**src/rtl/push_button_debouncer.sv**
```systemverilog
// ============================================================================
// Module      : push_button_debouncer
// Description : Synchronises, debounces and edge-detects active-low push buttons.
// Revision    : 1.0 - initial release
// ============================================================================
`default_nettype none

module push_button_debouncer #(
    parameter int NUM_BUTTONS     = 2,
    parameter int SYNC_STAGES     = 2,
    parameter int DEBOUNCE_CYCLES = 50000,
    parameter int CNT_WIDTH       = 16
) (
    input  logic                   clock,
    input  logic                   reset_n,
    input  logic [NUM_BUTTONS-1:0] push_button_n,
    output logic [NUM_BUTTONS-1:0] push_button,
    output logic [NUM_BUTTONS-1:0] pressed_pulse,
    output logic [NUM_BUTTONS-1:0] released_pulse,
    output logic                   any_pressed
);

    localparam logic [1:0] C_ST_RELEASED        = 2'd0;
    localparam logic [1:0] C_ST_PRESS_PENDING   = 2'd1;
    localparam logic [1:0] C_ST_PRESSED         = 2'd2;
    localparam logic [1:0] C_ST_RELEASE_PENDING = 2'd3;

    localparam logic [CNT_WIDTH-1:0] C_CNT_ONE  = CNT_WIDTH'(1);
    localparam logic [CNT_WIDTH-1:0] C_CNT_LAST = CNT_WIDTH'(DEBOUNCE_CYCLES - 1);

    logic [NUM_BUTTONS-1:0] push_button_d;
    logic                   any_pressed_q;

    for (genvar i = 0; i < NUM_BUTTONS; i++) begin : g_btn
        logic [SYNC_STAGES-1:0] sync_q, sync_d;
        logic                   sync_act;
        logic [1:0]             state_q, state_d;
        logic [CNT_WIDTH-1:0]   cnt_q, cnt_d;
        logic                   pb_q, pb_d;
        logic                   press_q, press_d;
        logic                   release_q, release_d;

        // Sync chain resets to 1 so a released pin never looks like a press.
        always_comb sync_d = {sync_q[SYNC_STAGES-2:0], push_button_n[i]};
        assign sync_act = ~sync_q[SYNC_STAGES-1];

        always_ff @(posedge clock or negedge reset_n) begin
            if (!reset_n) begin
                sync_q    <= '1;
                state_q   <= C_ST_RELEASED;
                cnt_q     <= '0;
                pb_q      <= 1'b0;
                press_q   <= 1'b0;
                release_q <= 1'b0;
            end else begin
                sync_q    <= sync_d;
                state_q   <= state_d;
                cnt_q     <= cnt_d;
                pb_q      <= pb_d;
                press_q   <= press_d;
                release_q <= release_d;
            end
        end

        // Any disagreement while pending drops back and clears the count.
        always_comb begin
            state_d = state_q;
            cnt_d   = cnt_q;
            case (state_q)
                C_ST_RELEASED: begin
                    if (sync_act) begin
                        state_d = C_ST_PRESS_PENDING;
                        cnt_d   = C_CNT_ONE;
                    end else begin
                        cnt_d = '0;
                    end
                end
                C_ST_PRESS_PENDING: begin
                    if (!sync_act) begin
                        state_d = C_ST_RELEASED;
                        cnt_d   = '0;
                    end else if (cnt_q == C_CNT_LAST) begin
                        state_d = C_ST_PRESSED;
                        cnt_d   = '0;
                    end else begin
                        cnt_d = cnt_q + C_CNT_ONE;
                    end
                end
                C_ST_PRESSED: begin
                    if (!sync_act) begin
                        state_d = C_ST_RELEASE_PENDING;
                        cnt_d   = C_CNT_ONE;
                    end else begin
                        cnt_d = '0;
                    end
                end
                C_ST_RELEASE_PENDING: begin
                    if (sync_act) begin
                        state_d = C_ST_PRESSED;
                        cnt_d   = '0;
                    end else if (cnt_q == C_CNT_LAST) begin
                        state_d = C_ST_RELEASED;
                        cnt_d   = '0;
                    end else begin
                        cnt_d = cnt_q + C_CNT_ONE;
                    end
                end
                default: begin
                    state_d = C_ST_RELEASED;
                    cnt_d   = '0;
                end
            endcase
        end

        always_comb begin
            pb_d      = (state_d == C_ST_PRESSED) || (state_d == C_ST_RELEASE_PENDING);
            press_d   = (state_q == C_ST_PRESS_PENDING) && (state_d == C_ST_PRESSED);
            release_d = (state_q == C_ST_RELEASE_PENDING) && (state_d == C_ST_RELEASED);
        end

        assign push_button_d[i]  = pb_d;
        assign push_button[i]    = pb_q;
        assign pressed_pulse[i]  = press_q;
        assign released_pulse[i] = release_q;
    end

    // Built from next-state levels so it lines up with push_button.
    always_ff @(posedge clock or negedge reset_n) begin
        if (!reset_n) begin
            any_pressed_q <= 1'b0;
        end else begin
            any_pressed_q <= |push_button_d;
        end
    end

    assign any_pressed = any_pressed_q;

endmodule

`default_nettype wire

```
**config.mk**
```make
export PLATFORM = sky130hd
export DESIGN_NAME = push_button_debouncer
export DESIGN_NICKNAME = d
export VERILOG_FILES = /design/src/rtl/push_button_debouncer.sv
export SDC_FILE = /design/constraint.sdc
export NUM_CORES = 1
export LEC_CHECK = 0
export ABC_AREA = 1
export CORE_MARGIN = 3
export CORE_UTILIZATION = 35
export DETAILED_ROUTE_END_ITERATION = 16
export DONT_BUFFER_PORTS = 1
export SLEW_MARGIN = 10
export SYNTH_ARGS = -nofsm -noshare
export SYNTH_HDL_FRONTEND = slang
export SYNTH_SLANG_ARGS = --single-unit
```
**constraint.sdc**
```tcl
create_clock -name clock -period 4.15 [get_ports clock]
set_input_delay 0.2075 -clock clock [delete_from_list [all_inputs] [get_ports clock]]
set_output_delay 0.2075 -clock clock [all_outputs]
set_load 0.02 [all_outputs]
```
After elaboration in Yosys (flattened, before gate mapping)

Cells that the tools add are included.

Reduce and logical (&&, ||, !) cells: 11
Add/subtract/negate cells: 2
Muxes and demuxes: 26
Equal/unequal tests: 12

Operator list:

| cell                  | number |
|---|---|
| $pmux 16 s4           | 2 |
| $mux 16               | 6 |
| $add 16x1->16 const B | 2 |
| $eq 16x16->1 const B  | 2 |
| $mux 2                | 12 |
| $eq 2x2->1 const B    | 8 |
| $pmux 2 s4            | 2 |
| $logic_not 2->1       | 4 |
| $eq 2x1->1 const B    | 2 |
| $logic_and 1x1->1     | 4 |
| $mux 1                | 4 |
| $logic_or 1x1->1      | 2 |
| $reduce_or 2->1       | 1 |

Logic and storage cells: 64
Flip-flop bits (word level): 47
Input port bits: 4

Logic depth before layout (Yosys ltp)

Gate-level depths: netlist of run 1.

Word-level depth: 7
Mapped depth: 9

Worst setup path before layout of run 1

OpenSTA, ideal clock, no wires.

Kind: flip-flop to flip-flop
From: register g_btn[0].cnt_q[0]
To: register any_pressed_q (netlist: any_pressed)
Stages on the path, launching flop included: 9
Data arrival time: 1.237 ns
Slack: 2.793 ns
Buffers on the path: 0
Required time: 4.030 ns
Path through: dfrtp_1 ha_1 nand2_1 inv_2 nand2_1 nor2_4 nand4_2 nand2_2 nand2_1

Cells in the longest elaborated chain, start to end: 7
Elaborated cells on any way between the ends: 10

RTL lines:

| item                      | line    | RTL |
|---|---|---|
| start, declared           | 38      | `logic [CNT_WIDTH-1:0] cnt_q, cnt_d;` |
| start signal, assigned    | 58      | `cnt_q <= cnt_d;` |
| $eq 16x16->1 (*)          | 82, 101 |  |
| $mux 2 (on tied branches) | 101, 82 |  |
| $mux 2 (on tied branches) | 98, 79  |  |
| $pmux 2 s4 (*)            | 69      | `case (state_q)` |
| $eq 2x2->1                | 116     | `pb_d = (state_d == C_ST_PRESSED) \|\| (state_d == C_ST_RELEASE_PENDING);` |
| $logic_or 1x1->1 (*)      | 116     |  |
| $reduce_or 2->1 (*)       | 132     | `any_pressed_q <= \|push_button_d;` |
| end signal, assigned      | 132     |  |
| end, declared             | 32      | `logic any_pressed_q;` |

Mark *: on every way between the ends. The rest lies on a longest branch, timed or not.

Worst setup path in the final report of run 1

From: register g_btn[0].cnt_q[0]
To: register g_btn[0].cnt_q[2]

Cells in the longest elaborated chain, start to end: 4
Elaborated cells on any way between the ends: 6

RTL lines:

| item                                                 | line |
|---|---|
| $add 16x1->16 / $eq 16x16->1 (equally long branches) | - |
| $mux 16 (*)                                          | 82, 101 |
| $mux 16 (on tied branches)                           | 98, 79 |
| $pmux 16 s4 (*)                                      | 69 |
| net g_btn[0].cnt_d[2]                                | 38 |

The timed path passes the listed nets; every way through them passes the cells marked *.

==> results of run 1 <==
-- worst min path at each step --
| stage | endpoint | slack, ns |
|---|---|---|
| 2_1_floorplan | any_pressed$_DFF_PN0_ | -0.09 |
| 6_report | g_btn[1].sync_q[1]$_DFF_PN1_ | 0.36 |
| 3_5_place_dp | g_btn[0].cnt_q[12]$_DFF_PN0_ | -0.09 |
| 5_1_grt | g_btn[1].sync_q[1]$_DFF_PN1_ | 0.36 |
| 3_3_place_gp | g_btn[0].cnt_q[9]$_DFF_PN0_ | -0.09 |
| 4_1_cts | g_btn[1].sync_q[1]$_DFF_PN1_ | 0.36 |
-- routing by layer --
metal	vias to the layer above	global-route usage (%)	routed length, um
li1	945	-	-
met1	828	15.8	2170
met2	21	17.9	1880
met3	2	2.75	98
met4	0	3.83	41
met5	-	0	0
-- flip-flops by register name (all words and copies together), names as in the netlist --
signal           count
g_btn.state_q        4
g_btn.release_q      2
g_btn.sync_q         4
g_btn.press_q        2
g_btn.cnt_q         32
any_pressed          1
g_btn.pb_q           2
-- cell usage after synthesis, types with 2 or more instances --
cell type,n
buf_4,6
ha_1,2
nand2_1,67
o21ai_0,2
inv_1,43
nand2_2,7
nor3_2,3
nor2_1,63
nand3_1,14
dfstp_2,4
nand4_2,2
nor2_4,4
nor2_2,3
nand3_4,2
dfrtp_1,43
xnor2_1,3
xor2_1,4
inv_2,5
nand4_1,6
nor3_1,10
a21oi_1,6
-- area by class of cell --
| class | instances | area [sq um] | area share, % |
|---|---|---|---|
| Tap cell | 93 | 116 | 4.35 |
| Timing Repair Buffer | 4 | 57.6 | 2.15 |
| Clock inverter | 3 | 18.8 | 0.702 |
| Inverter | 49 | 185 | 6.92 |
| Multi-Input combinational cell | 205 | 1050 | 39.1 |
| Sequential cell | 47 | 1180 | 44.2 |
| Clock buffer | 5 | 68.8 | 2.57 |
-- logic make-up after synthesis --
kind of cell	count (synthesis)	share of synthesized area [%]
buffers and inverters	55	9.36
flip-flops	47	48.0
AO/OA/AOI/OAI	10	2.54
AND/OR/NAND/NOR	186	36.5
adder cells (fa/ha/maj)	2	1.02
XOR/XNOR	7	2.49
-- layout by cell type, fill, tap and decap left out, drive strengths merged --
| cell type | instances |
|---|---|
| a21oi | 7 |
| nand2 | 75 |
| or2 | 1 |
| ha | 2 |
| nor2 | 71 |
| dfrtp | 43 |
| clkinv | 3 |
| inv | 49 |
| dfstp | 4 |
| xor2 | 4 |
| clkbuf | 5 |
| buf | 1 |
| nor3 | 13 |
| xnor2 | 3 |
| nor3b | 1 |
| a31oi | 1 |
| nand3 | 17 |
| o21ai | 2 |
| nand4 | 8 |
| dlygate4sd3 | 3 |
-- stage by stage --
stage	util [%]	hold WS, ns
5_1_grt	40.7	0.360
3_5_place_dp	38.5	-0.0866
6_report	40.7	0.359
4_1_cts	40.7	0.359
2_1_floorplan	-	-0.0881
3_3_place_gp	38.5	-0.0868
-- worst reg2reg max path, delay by kind of cell, from the launching register on --
| kind | cells | cell delay [ns] |
|---|---|---|
| simple gates | 6 | 0.71 |
| flops | 1 | 0.42 |
| fa+ha+maj | 1 | 0.18 |
| buf+inv | 1 | 0.07 |
-- power groups by stage --
stage	Combinational [mW]	Clock, mW	Sequential, mW
after floorplan	0.0143	0	0.478
after global placement	0.0176	0	0.479
after detailed placement	0.0176	0	0.479
after CTS	0.0325	0.283	0.470
after global routing	0.0368	0.307	0.471
final	0.0313	0.272	0.470
==> results.sh, run 1 <==
export IMPL_fin_cells=406
export IMPL_rows=29
export IMPL_reg2reg_slack_ns=2.66
export IMPL_switching_power_uw=179
export IMPL_setup_tns_ns=0
export IMPL_seqPwrFrac_pct=60.8
export IMPL_wl_per_cell_um=10.3
export IMPL_tritoncts="built"
export IMPL_cts_max_path_buffers=2
export IMPL_syn_inst=307
export IMPL_worstHoldStart="g_btn[1].sync_q[0]$_DFF_PN1_"
export IMPL_die_x_um=89.8
export IMPL_cts_sinks=47
export IMPL_yosysWarnings=0
export IMPL_cap_violations=0
export IMPL_p_leak_nw=1.21
export IMPL_coreArea_sq_um=6570
export IMPL_p_comb_share_pct=4.0
export IMPL_path_depth=8
export IMPL_power_density_nw_per_um2=289
export IMPL_worstSetupStartpoint="g_btn[0].cnt_q[0]$_DFF_PN0_"
export IMPL_path_max_fanout=8
export IMPL_cp_end_kind="flop"
export IMPL_grt_usage_pct=11.5
export IMPL_crit_slowest_cell="dfrtp_1"
export IMPL_die_height_um=89.8
export IMPL_p_int_uw=594
export IMPL_status="finished clean"
export IMPL_cts_setup_buffers=0
export IMPL_clk_pin_slew_ns=0.09
export IMPL_whs_path_depth=0
export IMPL_numCtsBuffers=5
export IMPL_cp_required_ns=4.33
export IMPL_relSlewSlack_pct=81.8
export IMPL_critPathMaxStageDelay_ns=0.42
export IMPL_num_io_pins=11
export IMPL_synthDistinctLibCells=29
export IMPL_worst_slew_pin_slew_ns=0.273
export IMPL_io_buffers=0
export IMPL_worst_path_buf_inv=1
export IMPL_post_place_ws_ns=2.66
export IMPL_period_minus_slack_ns=1.49
export IMPL_cts_root_buf="clkbuf_8"
export IMPL_synth_edff_count=0
export IMPL_floorplan_die_area_sq_um=8070
export IMPL_placed_cell_area_sq_um=2530
export IMPL_ir_drop_uv=126
export IMPL_area_growth_syn_to_layout_pct=8.80
export IMPL_rr_endpoint="g_btn[0].cnt_q[2]$_DFF_PN0_"
export IMPL_worst_r2r_cell_count=8
export IMPL_hold_class="flop to flop"
export IMPL_fmax_mhz=670
export IMPL_reg2reg_from="g_btn[0].cnt_q[0]$_DFF_PN0_"
export IMPL_setup_violations_final=0
export IMPL_setup_ws_ns=2.66
export IMPL_synthesis_nets=313
export IMPL_crit_type="flop to flop"
export IMPL_swShare_pct=23.1
export IMPL_fin_area_sq_um=2680
export IMPL_pwr_share_clk_pct=35.2
export IMPL_grt_pass1_wl_mm=7.71
export IMPL_synth_ff_type="dfrtp_1"
export IMPL_finalHoldViolations=0
export IMPL_antenna_found_initial=0
export IMPL_synth_top_cell_by_area="dfrtp_1"
export IMPL_drt_first_pass_iters=4
export IMPL_drt_iter0_markers=76
export IMPL_synth_area_top_cells="dfrtp_1 44%, nand2_1 10%, nor2_1 9.6%"
export IMPL_synth_seq_area_share_pct=48.0
export IMPL_vias=1796
export IMPL_drc_errors=0
export IMPL_synthDominantCellAreaShare_pct=43.8
export IMPL_place_gp_congestion=0.844
export IMPL_initial_core_util_pct=37.4
export IMPL_synth_seq_cells=47
export IMPL_clock_latency_ns=0.29
export IMPL_first_global_vias=1678
export IMPL_dpl_hpwl_mm=3.16
export IMPL_dp_cells=394
export IMPL_n_antenna_cell=0
export IMPL_finalMaxSlewViolations=0
export IMPL_crit_family="simple AND/OR/NAND/NOR gates"
export IMPL_async_reset_ff_share_pct=100
export IMPL_skew_ns=0.00351
export IMPL_grt_max_degree=48
export IMPL_nets=318
export IMPL_endpoint="g_btn[0].cnt_q[2]$_DFF_PN0_"
export IMPL_viasPerCell=4.42
export IMPL_wl_mm=4.19
export IMPL_cts_resized_gates=0
export IMPL_postCtsHoldBufs=4
export IMPL_gr_total_overflow=0
export IMPL_timing_final_crit_share_pct=36.0
export IMPL_cpMostUsedCell="nand2_1"
export IMPL_ant_nets=0
export IMPL_synthesis_area_sq_um=2460
export IMPL_drive_above_1_share_pct=14.1
export IMPL_syn_avg_cell_area_sq_um=8.01
export IMPL_htreeDepth=2
export IMPL_cp_arrival_ns=1.67
export IMPL_finalPower_uw=773
export IMPL_rsz0062_at_grt="false"
export IMPL_path_cells="ha_1, nand2_1, inv_2, nand2_1, nor2_4, nand2_1, nand2_2, nor3_1"
export IMPL_fill_cells=656
export IMPL_startpoint_type="flop"
No activity file was read; power rests on OpenSTA's default activity.
==> run 2: changes to the inputs <==
Settings changed: ABC_AREA 1 to 0.
Clock period 4.15 ns to 1.4 ns, I/O delays scaled along.
==> results.sh, run 2 <==
export IMPL_synth_seq_area_share_pct=54.2
export IMPL_htreeDepth=2
export IMPL_synth_top_cell_by_area="dfrtp_1"
export IMPL_dpl_hpwl_mm=3.04
export IMPL_p_leak_nw=1.28
export IMPL_cts_sinks=47
export IMPL_top_usage_layer="met2"
export IMPL_cp_required_ns=1.59
export IMPL_path_cells="or4bb_1, or4_4, mux2i_4, or2_1"
export IMPL_rows=28
export IMPL_period_minus_slack_ns=1.99
export IMPL_synth_area_top_cells="dfrtp_1 49%, xnor2_1 8.0%, nor2_1 5.3%"
export IMPL_synthDominantCellAreaShare_pct=49.3
export IMPL_synth_edff_count=0
export IMPL_area_growth_syn_to_layout_pct=35.9
export IMPL_violations="negative setup slack"
export IMPL_drive_above_1_share_pct=33.5
export IMPL_yosys_top_cells_count="43 x dfrtp_1, 31 x nor2_1, 20 x xnor2_1"
export IMPL_synth_ff_type="dfrtp_1"
export IMPL_antenna_found_initial=0
export IMPL_die_x_um=84.9
export IMPL_finalMaxSlewViolations=0
export IMPL_crit_slowest_cell="or4_4"
export IMPL_skew_ns=0.00482
export IMPL_numCtsBuffers=5
export IMPL_synthDistinctLibCells=35
export IMPL_floorplan_die_area_sq_um=7210
export IMPL_worst_r2r_cell_count=4
export IMPL_top_regs="g_btn.cnt_q: 32 flops, g_btn.state_q: 4 flops, g_btn.sync_q: 4 flops"
export IMPL_viasPerCell=4.96
export IMPL_crit_type="flop to flop"
export IMPL_wl_mm=4.54
export IMPL_grt_pass1_wl_mm=7.62
export IMPL_vias=1677
export IMPL_clock_latency_ns=0.30
export IMPL_nets=268
export IMPL_synth_seq_cells=47
export IMPL_drc_errors=0
export IMPL_rsz0062_at_grt="true"
export IMPL_drt_first_pass_iters=4
export IMPL_fmax_mhz=503
export IMPL_swShare_pct=21.7
export IMPL_met3_usage_pct=2.62
export IMPL_rr_endpoint="any_pressed$_DFF_PN0_"
export IMPL_hold_slack_ns=0.273
export IMPL_startpoint_type="flop"
export IMPL_grt_max_degree=48
export IMPL_grtUsageMet2_pct=22.0
export IMPL_drt_iter0_markers=87
export IMPL_async_reset_ff_share_pct=100
export IMPL_yosysMostFrequentCell="dfrtp_1"
export IMPL_syn_inst=207
export IMPL_fill_cells=511
export IMPL_seqPwrFrac_pct=55.8
export IMPL_utilization_pct=49.5
export IMPL_clk_pin_slew_ns=0.09
export IMPL_setup_ws_ns=-0.588
export IMPL_power_density_nw_per_um2=842
export IMPL_cts_root_buf="clkbuf_8"
export IMPL_cts_max_path_buffers=2
export IMPL_switching_power_uw=541
export IMPL_setup_violations_final=29
export IMPL_status="complete, but fails checks"
export IMPL_num_io_pins=11
export IMPL_synthesis_nets=213
export IMPL_reg2reg_slack_ns=-0.59
export IMPL_n_antenna_cell=0
export IMPL_grt_usage_pct=13.1
export IMPL_syn_avg_cell_area_sq_um=10.5
export IMPL_timing_final_crit_share_pct=142
export IMPL_ir_drop_uv=500
export IMPL_hold_class="input port to async pin"
export IMPL_top_register="g_btn.cnt_q"
export IMPL_gr_total_overflow=0
export IMPL_worst_slew_pin_slew_ns=0.412
export IMPL_final_common_cell="buf_4"
export IMPL_tritoncts="built"
export IMPL_coreArea_sq_um=5990
export IMPL_path_max_fanout=3
export IMPL_ant_nets=0
export IMPL_cap_violations=0
export IMPL_first_global_vias=1655
export IMPL_die_height_um=84.9
export IMPL_p_comb_share_pct=4.3
export IMPL_yosysWarnings=0
export IMPL_critPathMaxStageDelay_ns=0.59
export IMPL_cp_arrival_ns=2.18
export IMPL_cp_end_kind="flop"
export IMPL_place_gp_congestion=0.827
export IMPL_post_place_ws_ns=-0.656
export IMPL_layout_common_cells="51 x buf_4, 43 x dfrtp_1, 30 x nor2_1"
export IMPL_pwr_share_clk_pct=39.9
export IMPL_wl_per_cell_um=13.4
export IMPL_io_buffers=0
export IMPL_finalHoldViolations=0
export IMPL_synthesis_area_sq_um=2180
export IMPL_reg2reg_from="g_btn[0].cnt_q[13]$_DFF_PN0_"
export IMPL_largest_reg_flops=32
export IMPL_relSlewSlack_pct=72.3
export IMPL_initial_core_util_pct=36.4
export IMPL_p_int_mw=1.95
export IMPL_met1_usage_pct=17.0
==> run 2: worst max-delay path by stage <==
stage                                       from                     to  slack, ns  cells after the start
CTS                 g_btn[0].cnt_q[13]$_DFF_PN0_  any_pressed$_DFF_PN0_      -0.59                      4
finish              g_btn[0].cnt_q[13]$_DFF_PN0_  any_pressed$_DFF_PN0_      -0.59                      4
detailed placement  g_btn[0].cnt_q[12]$_DFF_PN0_  any_pressed$_DFF_PN0_      -0.66                      4
floorplan           g_btn[0].cnt_q[12]$_DFF_PN0_  any_pressed$_DFF_PN0_      -0.65                      5
global route        g_btn[0].cnt_q[13]$_DFF_PN0_  any_pressed$_DFF_PN0_      -0.62                      4
global placement     g_btn[0].cnt_q[4]$_DFF_PN0_  any_pressed$_DFF_PN0_      -0.63                      4
==> run 2: stage by stage <==
| step | total power [mW] | std cells | area [sq um] | TNS (ns) |
|---|---|---|---|---|
| after floorplan | 1.45 | 207 | 2210 | -8.49 |
| after global placement | 1.48 | 319 | 2580 | -10.16 |
| after detailed placement | 1.48 | 319 | 2580 | -10.45 |
| after CTS | 2.53 | 335 | 2910 | -9.59 |
| after global routing | 2.58 | 338 | 2960 | -12.20 |
| final | 2.49 | 338 | 2960 | -9.79 |
==> run 2: final cells by class <==
class | count | area [sq um] | share of cell area (%)
Sequential cell | 47 | 1180 | 39.8
Multi-Input combinational cell | 142 | 1070 | 36.2
Timing Repair Buffer | 58 | 474 | 16.0
Tap cell | 75 | 93.8 | 3.17
Clock buffer | 5 | 68.8 | 2.32
Clock inverter | 3 | 43.8 | 1.48
Inverter | 8 | 30.0 | 1.01
==> run 2: logic make-up (layout without fill, tap and decap cells) <==
group,Yosys count,in the layout,share of synthesized area (%)
buffers and inverters,18,74,4.53
DFF,47,47,54.2
xor gates and xnor gates,27,27,10.8
adders and majority gates,2,2,1.15
muxes,4,4,2.41
and+or+nand+nor,101,101,24.6
AOI/OAI and AO/OA,8,8,2.29
==> run 2: power groups by stage <==
stage	sequential (mW)	clock, mW	combinational (mW)
floorplan	1.42	0	0.0365
global placement	1.42	0	0.0606
detailed placement	1.42	0	0.0608
CTS	1.39	1.03	0.110
global route	1.40	1.06	0.121
finish	1.39	0.995	0.108
==> run 2: critical path, delay by kind of cell, from the launching register on <==
kind | cells | cell delay (ns)
flip-flops | 1 | 0.38
multiplexers | 1 | 0.21
AND/OR/NAND/NOR | 3 | 1.30
==> run 2: what timing repair did <==
item / 4_1_cts / 5_1_grt
pin swaps: 9 / 3
hold buffers: 4 / 0
gates resized for setup: 25 / 6
cloned: 0 / 0
hold endpoints to repair: 49 / 0
endpoints found under the setup margin: 38 / 38
buffers inserted: 4 / 4
==> run 2: routing by layer <==
| layer | vias to the layer above | routed length, um |
|---|---|---|
| met3 | 6 | 123 |
| li1 | 822 | - |
| met2 | 30 | 2230 |
| met4 | 0 | 38 |
| met5 | - | 0 |
| met1 | 819 | 2140 |
==> run 3: changes to the inputs <==
Settings changed: GPL_TIMING_DRIVEN set to 0, TNS_END_PERCENT set to 1.
==> results.sh, run 3 (synthesized netlist as in run 2, its figures left out) <==
export IMPL_drc_errors=0
export IMPL_setup_violations_final=31
export IMPL_hold_class="input port to async pin"
export IMPL_n_antenna_cell=0
export IMPL_violations="negative setup slack"
export IMPL_period_minus_slack_ns=2.00
export IMPL_initial_core_util_pct=36.4
export IMPL_relSlewSlack_pct=77.3
export IMPL_fill_cells=556
export IMPL_dp_cells=282
export IMPL_finalMaxSlewViolations=0
export IMPL_antenna_found_initial=0
export IMPL_reg2reg_slack_ns=-0.60
export IMPL_startpoint_type="flop"
export IMPL_drt_iter0_markers=91
export IMPL_rr_endpoint="any_pressed$_DFF_PN0_"
export IMPL_rows=28
export IMPL_timing_final_crit_share_pct=143
export IMPL_num_io_pins=11
export IMPL_coreArea_sq_um=5990
export IMPL_cts_root_buf="clkbuf_8"
export IMPL_route_met2_wl_mm=1.85
export IMPL_grt_max_degree=48
export IMPL_power_density_nw_per_um2=900
export IMPL_post_place_ws_ns=-0.742
export IMPL_crit_family="simple AND/OR/NAND/NOR gates"
export IMPL_wl_mm=3.98
export IMPL_layout_common_cells="37 x dfrtp_1, 26 x nor2_1, 20 x xnor2_1"
export IMPL_cp_required_ns=1.58
export IMPL_reg2reg_from="g_btn[0].cnt_q[7]$_DFF_PN0_"
export IMPL_area_growth_syn_to_layout_pct=18.1
export IMPL_fin_cells=298
export IMPL_cp_arrival_ns=2.18
export IMPL_place_gp_congestion=0.870
export IMPL_status="complete, but fails checks"
export IMPL_top_layer_used="met4"
export IMPL_cp_end_kind="flop"
export IMPL_drt_first_pass_iters=4
export IMPL_worst_r2r_cell_count=4
export IMPL_io_buffers=0
export IMPL_finalHoldViolations=0
export IMPL_viasPerCell=5.05
export IMPL_grt_pass1_wl_mm=7.15
export IMPL_wl_met1_mm=1.94
export IMPL_dpl_hpwl_mm=2.64
export IMPL_drive_above_1_share_pct=24.2
export IMPL_worst_slew_pin_slew_ns=0.336
export IMPL_floorplan_die_area_sq_um=7210
export IMPL_gr_total_overflow=0
export IMPL_cap_violations=0
export IMPL_clk_pin_slew_ns=0.08
export IMPL_path_max_fanout=5
export IMPL_setup_ws_ns=-0.597
export IMPL_crit_slowest_cell="or4_4"
export IMPL_skew_ns=0.00302
export IMPL_die_x_um=84.9
export IMPL_cts_sinks=47
export IMPL_rsz0062_at_grt="true"
export IMPL_largest_reg_flops=32
export IMPL_path_cells="or4_4, or4_4, mux2i_4, or2_1"
export IMPL_critPathMaxStageDelay_ns=0.55
export IMPL_worst_path_buf_inv=0
export IMPL_clock_latency_ns=0.29
export IMPL_die_height_um=84.9
export IMPL_ant_nets=0
export IMPL_nets=228
export IMPL_ir_drop_uv=512
export IMPL_dr_wl_met3_um=149
export IMPL_p_leak_nw=1.00
export IMPL_grt_usage_pct=12.1
export IMPL_cts_max_path_buffers=2
export IMPL_vias=1504
export IMPL_htreeDepth=2
export IMPL_fmax_mhz=501
export IMPL_wl_per_cell_um=13.4
export IMPL_tritoncts="built"
export IMPL_top_register="g_btn.cnt_q"
export IMPL_top_regs="g_btn.cnt_q: 32 flops, g_btn.state_q: 4 flops, g_btn.sync_q: 4 flops"
export IMPL_crit_type="flop to flop"
export IMPL_final_common_cell="dfrtp_1"
export IMPL_numCtsBuffers=5
export IMPL_cpMostUsedCell="or4_4"
export IMPL_first_global_vias=1523
-- run 3: what timing repair did --
| item | in CTS | in global routing |
|---|---|---|
| hold buffers | 4 | 0 |
| pin swaps | 15 | 3 |
| setup endpoints to repair | 41 | 40 |
| buffers inserted | 4 | 1 |
| hold endpoints to repair | 49 | 0 |
| resized for setup | 14 | 19 |
-- run 3: final cells by class --
| class | count | area (sq um) | area share, % |
|---|---|---|---|
| Timing Repair Buffer | 9 | 95.1 | 3.69 |
| Clock buffer | 7 | 86.3 | 3.35 |
| Tap cell | 75 | 93.8 | 3.64 |
| Inverter | 8 | 30.0 | 1.17 |
| Clock inverter | 1 | 5.00 | 0.194 |
| Buffer | 9 | 75.1 | 2.91 |
| Multi-Input combinational cell | 142 | 1000 | 38.9 |
| Sequential cell | 47 | 1190 | 46.1 |
-- run 3: worst max path at each step --
stage          slack [ns]                         start                          end  depth (start not counted)
6_report            -0.60   g_btn[0].cnt_q[7]$_DFF_PN0_        any_pressed$_DFF_PN0_                          4
5_1_grt             -0.63  g_btn[0].cnt_q[13]$_DFF_PN0_  g_btn[0].cnt_q[7]$_DFF_PN0_                          5
4_1_cts             -0.63  g_btn[0].cnt_q[13]$_DFF_PN0_        any_pressed$_DFF_PN0_                          4
3_5_place_dp        -0.74   g_btn[0].cnt_q[4]$_DFF_PN0_  g_btn[0].cnt_q[3]$_DFF_PN0_                          5
3_3_place_gp        -0.75   g_btn[0].cnt_q[4]$_DFF_PN0_  g_btn[0].cnt_q[9]$_DFF_PN0_                          5
2_1_floorplan       -0.65  g_btn[0].cnt_q[12]$_DFF_PN0_        any_pressed$_DFF_PN0_                          5
-- run 3: metal layers --
metal	up-vias	GRT usage [%]
met2	30	19.1
met3	4	1.75
li1	743	-
met5	-	0
met4	0	4.46
met1	727	16.8
-- run 3: through the flow --
step | hold WS (ns) | setup TNS, ns | instance area [sq um] | utilization [%] | power (mW)
2_1_floorplan | -0.226 | -11.41 | 2180 | - | 1.45
3_3_place_gp | -0.225 | -18.60 | 2270 | 38.0 | 1.46
3_5_place_dp | -0.225 | -18.69 | 2270 | 38.0 | 1.46
4_1_cts | 0.274 | -10.27 | 2500 | 41.8 | 2.35
5_1_grt | 0.307 | -13.22 | 2580 | 43.0 | 2.42
6_report | 0.293 | -10.30 | 2580 | 43.0 | 2.32
-- run 3: power by group --
| group | total (mW) | internal, mW | switching, mW | leakage, nW |
|---|---|---|---|---|
| clock | 0.829 | 0.399 | 0.430 | 0.0482 |
| combinational | 0.0937 | 0.0363 | 0.0573 | 0.329 |
| sequential | 1.40 | 1.38 | 0.0198 | 0.624 |
